**config.mk**
```make
export PLATFORM = sky130hd
export DESIGN_NAME = wash_setup_flat
export DESIGN_NICKNAME = d
export VERILOG_FILES = /design/src/rtl/wash_pkg.sv /design/src/rtl/wash_setup_if.sv /design/src/rtl/btn_debounce.sv /design/src/rtl/wash_setup.sv /design/src/flat_wrapper.sv
export SDC_FILE = /design/constraint.sdc
export NUM_CORES = 1
export LEC_CHECK = 0
export BUFFER_PORTS_ARGS = -buffer_cell sky130_fd_sc_hd__buf_2
export CORE_UTILIZATION = 50
export CTS_CLUSTER_DIAMETER = 40
export DETAILED_ROUTE_END_ITERATION = 8
export HOLD_SLACK_MARGIN = 0.02
export PLACE_DENSITY = 0.72
export SYNTH_ARGS = -nofsm -noshare
export SYNTH_HDL_FRONTEND = slang
export SYNTH_SLANG_ARGS = --single-unit
```
**constraint.sdc**
```tcl
create_clock -name clk -period 4.7 [get_ports clk]
set_input_delay 0.705 -clock clk [delete_from_list [all_inputs] [get_ports clk]]
set_output_delay 0.705 -clock clk [all_outputs]
set_load 0.02 [all_outputs]
```
**src/rtl/wash_pkg.sv**
```systemverilog
// wash_pkg: shared state, mode and digit encodings for the wash setup front end
package wash_pkg;
  typedef enum logic [2:0] {
    OFF    = 3'd0,
    SELECT = 3'd1,
    RUN    = 3'd2,
    PAUSE  = 3'd3,
    DONE   = 3'd4
  } state_t;
  localparam logic [1:0] M_DRY   = 2'b00;
  localparam logic [1:0] M_SMALL = 2'b01;
  localparam logic [1:0] M_MED   = 2'b10;
  localparam logic [1:0] M_LARGE = 2'b11;
  localparam logic [3:0] BLANK   = 4'd11;
  function automatic logic [3:0] tens_of(input logic [6:0] v);
    tens_of = 4'd0;
    for (int i = 1; i < 10; i++)
      if (v >= 7'(10 * i)) tens_of = 4'(i);
  endfunction
endpackage

```
**src/rtl/wash_setup_if.sv**
```systemverilog
// wash_setup_if: button, controller handshake and display signals of the setup front end
interface wash_setup_if;
  logic       on;
  logic       bt_mode;
  logic       bt_start;
  logic       done_i;
  logic [1:0] mode;
  logic       start_o;
  logic       hold_o;
  logic [6:0] total_sec;
  logic [3:0] dig_mode;
  logic [3:0] dig_tens;
  logic [3:0] dig_ones;
  logic [2:0] state_o;
  modport master (
    input  on, bt_mode, bt_start, done_i,
    output mode, start_o, hold_o, total_sec, dig_mode, dig_tens, dig_ones, state_o
  );
  modport slave (
    output on, bt_mode, bt_start, done_i,
    input  mode, start_o, hold_o, total_sec, dig_mode, dig_tens, dig_ones, state_o
  );
endinterface

```
**src/rtl/btn_debounce.sv**
```systemverilog
// btn_debounce: synchronises a raw button and emits one pulse per accepted press
module btn_debounce #(
  parameter int DB_CYCLES = 2000000
) (
  input  logic clk,
  input  logic rst,
  input  logic raw,
  output logic pulse
);
  localparam int CW = $clog2(DB_CYCLES + 1);
  logic s1, s2, lvl, hit;
  logic [CW-1:0] cnt;
  assign hit = (s2 != lvl) && (cnt == CW'(DB_CYCLES - 1));
  always_ff @(posedge clk) begin
    if (rst) begin
      s1    <= 1'b0;
      s2    <= 1'b0;
      lvl   <= 1'b0;
      cnt   <= '0;
      pulse <= 1'b0;
    end else begin
      s1    <= raw;
      s2    <= s1;
      pulse <= hit && s2;
      if (hit) lvl <= s2;
      cnt   <= (s2 == lvl || hit) ? '0 : cnt + CW'(1);
    end
  end
endmodule

```
**src/rtl/wash_setup.sv**
```systemverilog
// wash_setup: program selection FSM with debounced buttons and setup-screen digits
module wash_setup
  import wash_pkg::*;
#(
  parameter int DB_CYCLES = 2000000,
  parameter int T_DRY     = 20,
  parameter int T_SMALL   = 60,
  parameter int T_MED     = 80,
  parameter int T_LARGE   = 99
) (
  input logic         clk,
  input logic         rst,
  wash_setup_if.master bus
);
  logic mode_p, start_p, start_n, start_r, hold_r;
  logic [1:0] mode, mode_n;
  logic [6:0] total;
  logic [3:0] tens;
  state_t state, nxt;
  btn_debounce #(.DB_CYCLES(DB_CYCLES)) u_mode (
    .clk(clk), .rst(rst), .raw(bus.bt_mode), .pulse(mode_p)
  );
  btn_debounce #(.DB_CYCLES(DB_CYCLES)) u_start (
    .clk(clk), .rst(rst), .raw(bus.bt_start), .pulse(start_p)
  );
  always_comb begin
    nxt     = state;
    mode_n  = mode;
    start_n = 1'b0;
    case (state)
      OFF:    nxt = SELECT;
      SELECT: begin
        nxt     = start_p ? RUN : SELECT;
        start_n = start_p;
        mode_n  = (mode_p && !start_p) ? mode + 2'd1 : mode;
      end
      RUN:    nxt = bus.done_i ? DONE : start_p ? PAUSE : RUN;
      PAUSE:  nxt = start_p ? RUN : PAUSE;
      DONE:   nxt = (mode_p || start_p) ? SELECT : DONE;
      default: nxt = OFF;
    endcase
    if (!bus.on) begin
      nxt     = OFF;
      mode_n  = mode;
      start_n = 1'b0;
    end
  end
  always_ff @(posedge clk) begin
    if (rst) begin
      state   <= OFF;
      mode    <= M_SMALL;
      start_r <= 1'b0;
      hold_r  <= 1'b0;
    end else begin
      state   <= nxt;
      mode    <= mode_n;
      start_r <= start_n;
      hold_r  <= nxt == PAUSE;
    end
  end
  always_comb begin
    total = mode == M_DRY   ? 7'(T_DRY)   :
            mode == M_SMALL ? 7'(T_SMALL) :
            mode == M_MED   ? 7'(T_MED)   : 7'(T_LARGE);
    tens  = tens_of(total);
  end
  assign bus.mode      = mode;
  assign bus.start_o   = start_r;
  assign bus.hold_o    = hold_r;
  assign bus.total_sec = total;
  assign bus.state_o   = state;
  assign bus.dig_mode  = state == OFF ? BLANK : {2'b00, mode};
  assign bus.dig_tens  = state == OFF ? BLANK : tens;
  assign bus.dig_ones  = state == OFF ? BLANK : 4'(total - 7'(tens) * 7'd10);
endmodule

```
**src/flat_wrapper.sv**
```systemverilog
// flat-port wrapper written by rule: the top's interface ports become plain ports
module wash_setup_flat import wash_pkg::*;
#(
  parameter int DB_CYCLES = 2000000,
  parameter int T_DRY     = 20,
  parameter int T_SMALL   = 60,
  parameter int T_MED     = 80,
  parameter int T_LARGE   = 99
)
  (clk, rst, bus_on, bus_bt_mode, bus_bt_start, bus_done_i, bus_mode, bus_start_o, bus_hold_o, bus_total_sec, bus_dig_mode, bus_dig_tens, bus_dig_ones, bus_state_o);
  wash_setup_if bus_i ();
  input logic clk;
  input logic rst;
  input wire logic [$bits(bus_i.on)-1:0] bus_on;
  input wire logic [$bits(bus_i.bt_mode)-1:0] bus_bt_mode;
  input wire logic [$bits(bus_i.bt_start)-1:0] bus_bt_start;
  input wire logic [$bits(bus_i.done_i)-1:0] bus_done_i;
  output wire logic [$bits(bus_i.mode)-1:0] bus_mode;
  output wire logic [$bits(bus_i.start_o)-1:0] bus_start_o;
  output wire logic [$bits(bus_i.hold_o)-1:0] bus_hold_o;
  output wire logic [$bits(bus_i.total_sec)-1:0] bus_total_sec;
  output wire logic [$bits(bus_i.dig_mode)-1:0] bus_dig_mode;
  output wire logic [$bits(bus_i.dig_tens)-1:0] bus_dig_tens;
  output wire logic [$bits(bus_i.dig_ones)-1:0] bus_dig_ones;
  output wire logic [$bits(bus_i.state_o)-1:0] bus_state_o;
  assign bus_i.on = bus_on;
  assign bus_i.bt_mode = bus_bt_mode;
  assign bus_i.bt_start = bus_bt_start;
  assign bus_i.done_i = bus_done_i;
  assign bus_mode = bus_i.mode;
  assign bus_start_o = bus_i.start_o;
  assign bus_hold_o = bus_i.hold_o;
  assign bus_total_sec = bus_i.total_sec;
  assign bus_dig_mode = bus_i.dig_mode;
  assign bus_dig_tens = bus_i.dig_tens;
  assign bus_dig_ones = bus_i.dig_ones;
  assign bus_state_o = bus_i.state_o;
  wash_setup #(.DB_CYCLES(DB_CYCLES), .T_DRY(T_DRY), .T_SMALL(T_SMALL), .T_MED(T_MED), .T_LARGE(T_LARGE)) u_core (.clk(clk), .rst(rst), .bus(bus_i));
endmodule
```
## Word level (Yosys, flattened, before mapping)

Cells that the tools add are included.

- Register bits after elaboration: 57
- Input port bits: 6
- Output and inout bits: 26

- $add $sub $neg: 4
- $mul: 1
- $lt $le $gt $ge: 9
- Equal/unequal tests: 13
- Multiplexer cells: 22
- Bitwise operators: 2
- Reductions and logical operators: 15

Operator list:

| operator | number |
|---|---|
| $add A21 B1 Y21 const B | 2 |
| $eq A21 B21 Y1 const B | 2 |
| $ge A7 B6 Y1 const B | 3 |
| $ge A7 B7 Y1 const B | 3 |
| $mux W3 | 7 |
| $mux W4 | 5 |
| $pmux W3 S5 | 1 |
| $ge A7 B5 Y1 const B | 2 |
| $mux W7 | 2 |
| $eq A3 B2 Y1 const B | 3 |
| $ge A7 B4 Y1 const B | 1 |
| $mux W2 | 3 |
| $mux W6 | 1 |
| $logic_and A1 B1 Y1 | 5 |
| $mul A4 B3 Y3 const B | 1 |
| $reduce_or A2 Y1 | 2 |
| $sub A4 B4 Y4 | 1 |
| $eq A3 B1 Y1 const B | 1 |
| $eq A3 B3 Y1 const B | 1 |
| $logic_not A3 Y1 | 1 |
| $logic_or A1 B1 Y1 | 3 |
| $mux W1 | 3 |
| $reduce_and A3 Y1 | 1 |
| $reduce_or A3 Y1 | 1 |
| 8 further kinds | 11 |

## Longest topological paths before layout

Gate-level depths: netlist (run 1).

- Word-level depth: 17
- Gate-level depth with buffers: 7
- Gate-level depth less buffers: 5

## By module

From an unflattened synthesis (run 1), not the netlist that was laid out.

- Cells, all modules: 314
- Area total of the unflattened synthesis: 2721.4 um2

By module, submodules not included:

| module | instances | cells an instance | area each (um2) | seq. area each (um2) |
|---|---|---|---|---|
| btn_debounce | 2 | 126 | 1098.6 | 500.5 |
| wash_setup | 1 | 62 | 524.3 | 140.1 |

## Worst setup path after synthesis (run 1)

OpenSTA, ideal clock, no wires.

- Path type: register to output
- Start point: register u_core.mode[1], in the netlist u_core.bus.mode[1]
- End point: output bus_dig_tens[1]
- Arrival: 1.630 ns
- Data required time: 3.995 ns
- Path slack: 2.365 ns
- Cell stages (with the launch flop): 6
- Path through: dfxtp_1 > inv_1 > ha_1 > or2_2 > inv_1 > nand2_1

- Elaborated cells between the ends (all ways): 23
- Those cells by class: 8 x order compare; 2 x eq/ne; 12 x mux; 1 x reduce/logical

RTL lines:

| what | RTL line | text |
|---|---|---|
| start: declaration | wash_setup.sv:16 | `logic [1:0] mode, mode_n;` |
| start signal: assignment | wash_setup.sv:56 | `mode <= mode_n;` |
| $eq A2 B1 Y1 | wash_setup.sv:63 | `mode == M_SMALL ? 7'(T_SMALL) :` |
| $mux W7 | wash_setup.sv:63 |  |
| $mux W7 (*) | wash_setup.sv:62 | `total = mode == M_DRY ? 7'(T_DRY) :` |
| via bus_total_sec[3] | flat_wrapper.sv:21 | `output wire logic [$bits(bus_i.total_sec)-1:0] bus_total_sec;` |
| $ge A7 B5 Y1 | wash_pkg.sv:18 | `if (v >= 7'(10 * i)) tens_of = 4'(i);` |
| $mux W2 (2 in series) | wash_pkg.sv:18 |  |
| $mux W3 (4 in series) | wash_pkg.sv:18 |  |
| $mux W4 | wash_pkg.sv:18 |  |
| $mux W4 (*) | wash_pkg.sv:18 |  |
| $mux W4 (*) | wash_setup.sv:73 | `assign bus.dig_tens = state == OFF ? BLANK : tens;` |
| end: declaration | flat_wrapper.sv:23 | `output wire logic [$bits(bus_i.dig_tens)-1:0] bus_dig_tens;` |

The timed path passes the listed nets; every way through them passes the cells marked *.

## Final worst setup path (run 1)

- Start point: register u_core.mode[0], in the netlist u_core.bus.mode[0]
- End point: output bus_dig_tens[1]

- Cells in the longest elaborated chain, start to end: 14
- Elaborated cells between the ends (all ways): 23
- Those cells by class: 8 x order compare; 2 x eq/ne; 12 x mux; 1 x reduce/logical

RTL lines:

| what | RTL line | text |
|---|---|---|
| $eq A2 B2 Y1 | wash_setup.sv:64 | `mode == M_MED ? 7'(T_MED) : 7'(T_LARGE);` |
| $mux W6 | wash_setup.sv:64 |  |
| $mux W7 | wash_setup.sv:63 |  |
| $mux W7 (*) | wash_setup.sv:62 |  |
| $ge A7 B5 Y1 | wash_pkg.sv:18 |  |
| $mux W2 (2 in series) | wash_pkg.sv:18 |  |
| $mux W3 (4 in series) | wash_pkg.sv:18 |  |
| $mux W4 | wash_pkg.sv:18 |  |
| $mux W4 (*) | wash_pkg.sv:18 |  |
| $mux W4 (*) | wash_setup.sv:73 |  |

Every way passes the cells marked *; elsewhere a longest branch is shown, timed or not.

==> key figures, run 1 <==
Global route
  – Maximum number of pins on one net before global-route repair: 20
  – First-pass GRT wire length: 8090 µm
  – Initial antenna violation count: 0
  – Vias in the first global route: 1,898
  – Total grt overflow: 0
  – Total GRT Usage: 19.3%

Drt
  – Remaining DRCs: 0
  – DRT Pass-1 Iters: 4
  – Routed Antenna Nets: 0
  – Drt total wl: 4950 µm
  – Via density per instance: 5.43
  – Iteration-0 DRC Markers: 96
  – Vias after detailed routing: 2,249
  – WL/cell: 11.9 µm

Clock network
  – CTS buffer count: 9
  – H-tree Lvls: 3
  – Longest Clk Path Bufs: 2
  – CTS Sinks: 57
  – Clock tree from TritonCTS: built
  – Post-CTS Hold Fix Bufs: 0
  – Root cell of the clock tree: clkbuf_8
  – Clk_lat worst skew: 340 ps
  – Reg clk slew, reported paths: 60 ps
  – Post-CTS Setup Bufs: 0
  – Post-CTS sizing: 0

Place
  – Detailed placement HPWL: 3470 µm
  – Port Buffers: 30
  – Cell area after placement: 2870 µm²
  – Final GP Congestion: 0.766

Final layout
  – Area of the multi-input gates: 1430 µm²
  – Most frequent cells in the layout: dfxtp_1 (57), nor2_1 (37), buf_2 (30)
  – Commonest non-fill, non-tap cell in the layout: dfxtp_1
  – Ant diodes: 0
  – Register Area: 1140 µm²
  – Area growth syn-to-layout: 12.9%
  – Final-layout fill cell count: 480
  – NumNets Final: 354
  – Fin area: 3050 µm²
  – Fin util: 59.3%
  – Layout cells sized above 1: 15.4%

Timing
  – Fmax: 0.419 GHz
  – Setup violators final: 0
  – RSZ-0062 raised after global routing: no
  – Min cycle time layout: 2380 ps
  – Slew headroom: 49.1%
  – Crit share post-route: 50.7%
  – Final TNS setup: 0 ps
  – Final Hold Fails: 0
  – Setup Skew: 6.25 ps
  – Slew Viols, Final: 0
  – Worst-margin pin slew: 758 ps

Floorplanning
  – Die Y: 75.5 µm
  – Initial core utilization: 52.5%
  – Total die area: 5690 µm²
  – Cell Rows: 26
  – Core Box Area: 5140 µm²
  – Chip width: 75.5 µm
  – I/O pins: 32

Synthesis
  – Cells after Synth: 312
  – Synth Warn #: 0
  – Total nets after synthesis: 326
  – Synthesized area: 2700 µm²
  – Sequential share of the synthesized area: 42.3%
  – Area contributors post-synth: dfxtp_1 (42%), xnor2_1 (5.2%), nor2_1 (5.1%)
  – Synth top area share: 42.3%
  – Async SR Flop Fraction: 0%
  – Yosys cell types: 43
  – Synth area leader: dfxtp_1
  – Synth Area per Inst: 8.65 µm²
  – Post-synth EDFFs: 0
  – Top FF cell, synth: dfxtp_1
  – Seq cells post-synth: 57

Critical path
  – Required @ worst endpoint: 3990 ps
  – Worst EP arrival: 1680 ps
  – Critical path class: reg -> out
  – Startpoint types: register
  – Register-to-register setup slack: 2500 ps
  – Crit Path Max Fanout: 6
  – Critical Path Sink Type: output port

Run status
  – Status: finished, final reports clean

Worst hold path
  – Worst hold-check path type: reg -> reg

Power
  – Peak supply drop: 155 µV
  – Pwr dens: 302 nW/µm²
  – Static leakage: 1.02 nW

Job
  – Max-cap violations: 0
registers in the layout (all words and copies together), names as in the netlist:
register	cells
u_core.u_start.s1	1
u_core.u_mode.s1	1
u_core.u_start.cnt	21
u_core.bus.mode	2
u_core.u_mode.s2	1
u_core.u_start.s2	1
u_core.bus.state_o	3
u_core.u_start.lvl	1
u_core.u_mode.pulse	1
u_core.u_start.pulse	1
u_core.bus.hold_o	1
u_core.u_mode.lvl	1
u_core.bus.start_o	1
u_core.u_mode.cnt	21
worst paths after layout:
path / from / endpoint / cells after the start
setup reg to reg: u_core.u_mode.cnt[0] / u_core.u_mode.cnt[5] / 6
hold reg to reg: u_core.u_start.s1 / u_core.u_start.s2 / 1
setup / recovery: u_core.bus.mode[0] / bus_dig_tens[1] / 6
hold / removal: u_core.u_start.s1 / u_core.u_start.s2 / 1
per-layer routing:
metal  global-route usage, %  part of all wire, %
met1                    22.6                   51
met2                    31.6                   44
met3                    5.95                  4.5
met4                    10.5                  1.4
met5                       0                    0
cell usage after synthesis, types with 3 or more instances:
cell	number
o31ai_1	8
nor2_1	37
buf_4	4
xnor2_1	16
nand3_1	21
dfxtp_1	57
clkbuf_1	8
and3_1	6
nand4_1	9
or4_1	8
nor3_1	9
nand2_1	20
o21ai_0	8
ha_1	8
nor2b_1	6
inv_1	13
a21oi_1	14
nor4b_1	4
nor4_1	7
or3_1	9
and4_1	3
xor2_1	13
cell type report:
| cell class | count | share of cell area [%] |
|---|---|---|
| repair buffers | 31 | 5.17 |
| clock inverters | 3 | 0.493 |
| multi-input cells | 228 | 47.0 |
| clock buffers | 12 | 5.42 |
| inverters | 13 | 1.60 |
| well taps | 70 | 2.87 |
| flip-flops and latches | 57 | 37.5 |
worst max-delay path: stages, from the launching register on:
cell,delay [ps]
dfxtp_1,430
inv_1,110
ha_1,210
or2_2,310
inv_1,70
nand2_1,50
buf_2,160
cells by family after synthesis:
logic type | after synthesis | synth area share, %
xor+xnor | 29 | 9.42
compound gates | 37 | 8.77
flops | 57 | 42.3
buf+inv | 27 | 4.64
mux | 1 | 0.371
fa+ha+maj | 8 | 3.71
other cells | 1 | 0.139
simple gates | 152 | 30.7
through the flow:
stage | hold WS (ps) | total power, mW | std cells | setup WS (ps)
2_1_floorplan | 414 | 0.516 | 312 | 2370
5_1_grt | 446 | 0.958 | 414 | 2170
4_1_cts | 437 | 0.934 | 414 | 2290
3_5_place_dp | 422 | 0.524 | 399 | 2470
3_3_place_gp | 415 | 0.523 | 399 | 2550
6_report | 433 | 0.921 | 414 | 2320
report_power, final:
group	total [mW]	internal [mW]	switching, mW
logic	0.0247	0.00834	0.0163
clock network	0.408	0.228	0.180
registers	0.488	0.486	0.00220
total	0.921	0.722	0.198
(Power assumes the default switching activity.)
==> run 2: changes to the inputs <==
clock period = 2.3 ns   (was 4.7 ns; I/O delays follow)
==> run 2 against run 1 <==
Die area stayed put. Cell area rose by 0.45%. Core utilization up 0.27 points. Register-to-register slack got worse by 2100 ps. Routed wire length grew 8.4%. Via count grew 0.93%. Hold slack worse by 180 ps. Non-clock buffer count increased by 3.
==> key figures, run 2 (synthesized netlist as in run 1, its figures left out) <==
Place
  – Port Buffers: 30 (unchanged)
  – Final GP Congestion: 0.789 (+3.0%)
  – Detailed placement HPWL: 3730 µm (+7.6%)
  – Placement Setup Slack: 403 ps (-2060 ps)

Floorplanning
  – Total die area: 5690 µm² (unchanged)
  – Chip width: 75.5 µm (unchanged)
  – Initial core utilization: 52.5% (unchanged)
  – Core Box Area: 5140 µm² (unchanged)
  – I/O pins: 32 (unchanged)
  – Cell Rows: 26 (unchanged)
  – Die Y: 75.5 µm (unchanged)

Timing
  – Final TNS setup: 0 ps (unchanged)
  – Min cycle time layout: 2050 ps
  – Slew Viols, Final: 0 (unchanged)
  – RSZ-0062 raised after global routing: no
  – Setup Skew: 7.45 ps (+1.20 ps)
  – Hold WS: 252 ps (-181 ps)
  – Setup ws final: 249 ps (-2070 ps)
  – Final Hold Fails: 0 (unchanged)
  – Setup violators final: 0 (unchanged)
  – Crit share post-route: 89.2%
  – Fmax: 0.488 GHz

Clock network
  – Clk_lat worst skew: 330 ps (about the same)
  – CTS Sinks: 57 (unchanged)
  – Reg clk slew, reported paths: 70 ps (about the same)
  – Post-CTS Hold Fix Bufs: 0 (unchanged)
  – Post-CTS Setup Bufs: 0 (unchanged)
  – Post-CTS sizing: 0 (unchanged)
  – Root cell of the clock tree: clkbuf_8
  – Clock tree from TritonCTS: built
  – CTS buffer count: 9 (unchanged)
  – H-tree Lvls: 3 (unchanged)
  – Longest Clk Path Bufs: 2 (unchanged)

Worst hold path
  – Hold path depth: 2 (+1)
  – Worst hold-check path type: in -> reg

Critical path
  – CP cell instances: inv_1 -> ha_1 -> or2_2 -> inv_1 -> nand2_1 -> buf_2
  – Worst Setup EP: bus_dig_tens[1]
  – CP max stage cell: dfxtp_1
  – Required @ worst endpoint: 1960 ps (-2030 ps)
  – RR Startpoint: u_core.u_mode.cnt[0]
  – Critical path class: reg -> out
  – R2r endpoint: u_core.u_mode.cnt[16]
  – Startpoint types: register
  – Crit Path Max Fanout: 6 (unchanged)
  – CP max stage delay: 440 ps (about the same)
  – Register-to-register setup slack: 370 ps (-2130 ps)
  – Worst Reg2Reg Path Length in Cells: 5 (-1)
  – Critical Path Sink Type: output port
  – Worst EP arrival: 1710 ps (+30 ps)
  – CP most frequent cell: inv_1
  – Crit path from: u_core.bus.mode[0]

Drt
  – DRT Pass-1 Iters: 4 (unchanged)
  – DR top layer: met4
  – Met2 WL: 2400 µm (+11%)
  – DRT met1 WL: 2630 µm (+5.0%)
  – Vias after detailed routing: 2,270 (+0.93%)
  – Drt total wl: 5360 µm (+8.4%)
  – Via density per instance: 5.43 (about the same)
  – Routed Antenna Nets: 0 (unchanged)
  – WL/cell: 12.8 µm (+7.3%)
  – Wire length on met3: 238 µm (+7.2%)
  – Iteration-0 DRC Markers: 133 (+39%)
  – Remaining DRCs: 0 (unchanged)

Global route
  – Initial antenna violation count: 0 (unchanged)
  – Vias in the first global route: 1,912 (+0.74%)
  – Total GRT Usage: 20.8% (+1.5 points)
  – Total grt overflow: 0 (unchanged)
  – First-pass GRT wire length: 8660 µm (+7.0%)
  – Maximum number of pins on one net before global-route repair: 21 (+5.0%)

Power
  – Static leakage: 1.01 nW (-1.1%)
  – Peak supply drop: 380 µV (+150%)
  – Pwr dens: 605 nW/µm² (+100%)
  – P_sw: 456 µW (+130%)
  – Sw frac: 24.6% (+3.1 points)
  – Comb power frac: 2.8% (about the same)
  – Int Power: 1.39 mW (+93%)
  – Part of the power in registers: 53.9% (+0.9 points)
  – Clk pwr share: 43.3% (-1.0 points)

Job
  – Max-cap violations: 0 (unchanged)

Final layout
  – NumNets Final: 357 (+0.85%)
  – Area growth syn-to-layout: 13.5%
  – Commonest non-fill, non-tap cell in the layout: dfxtp_1
  – Ant diodes: 0 (unchanged)
  – Layout cells sized above 1: 16.4% (+0.97 points)
  – Most frequent cells in the layout: dfxtp_1 (57), nor2_1 (37), buf_2 (30)
  – Final-layout fill cell count: 482 (+0.42%)

Run status
  – Status: finished, final reports clean
## run 2: cell count changes in the layout (fill, tap and decap cells not counted)
| cell | delta |
|---|---|
| buf_4 | +3 |
| clkbuf_8 | -3 |
| clkinv_2 | -1 |
| clkinvlp_4 | +5 |
## run 2: power groups by stage
stage	combinational (mW)	sequential (mW)	clock, mW
floorplan	0.0357	1.02	0
global placement	0.0517	1.02	0
detailed placement	0.0524	1.02	0
CTS	0.0526	0.997	0.817
global route	0.0586	0.997	0.867
finish	0.0522	0.997	0.801
## run 2: worst min-delay path by stage
| stage | from | to |
|---|---|---|
| 2_1_floorplan | u_core.u_mode.s1 | u_core.u_mode.s2 |
| 3_3_place_gp | u_core.u_start.s1 | u_core.u_start.s2 |
| 3_5_place_dp | u_core.u_mode.s1 | u_core.u_mode.s2 |
| 4_1_cts | bus_bt_mode | u_core.u_mode.s1 |
| 5_1_grt | bus_bt_mode | u_core.u_mode.s1 |
| 6_report | bus_bt_mode | u_core.u_mode.s1 |
## run 2: final cells by class
cell class,count,area (µm²),area share [%]
clock inverters,7,47.5,1.55
flip-flops and latches,57,1140,37.3
well taps,70,87.6,2.86
clock buffers,9,124,4.05
multi-input cells,228,1430,46.8
repair buffers,34,180,5.89
inverters,13,48.8,1.59
## run 2: critical path: cells and delay by family (launching register included)
kind | cells | cell delay (ps)
flip-flops | 1 | 440
buffers and inverters | 3 | 340
AND/OR/NAND/NOR | 2 | 360
adder cells (fa/ha/maj) | 1 | 220
## run 2: routing by layer
metal	global-route usage, %	vias to the layer above
li1	-	1161
met1	26.2	1046
met2	33.3	54
met3	6.08	9
met4	8.44	0
met5	0	-
## run 2: metrics by stage
stage	utilization [%]	cells	power [mW]	area, µm²
2_1_floorplan	-	312	1.05	2700
3_3_place_gp	56.2	402	1.07	2890
3_5_place_dp	56.2	402	1.07	2890
4_1_cts	59.5	418	1.87	3060
5_1_grt	59.5	418	1.92	3060
6_report	59.5	418	1.85	3060
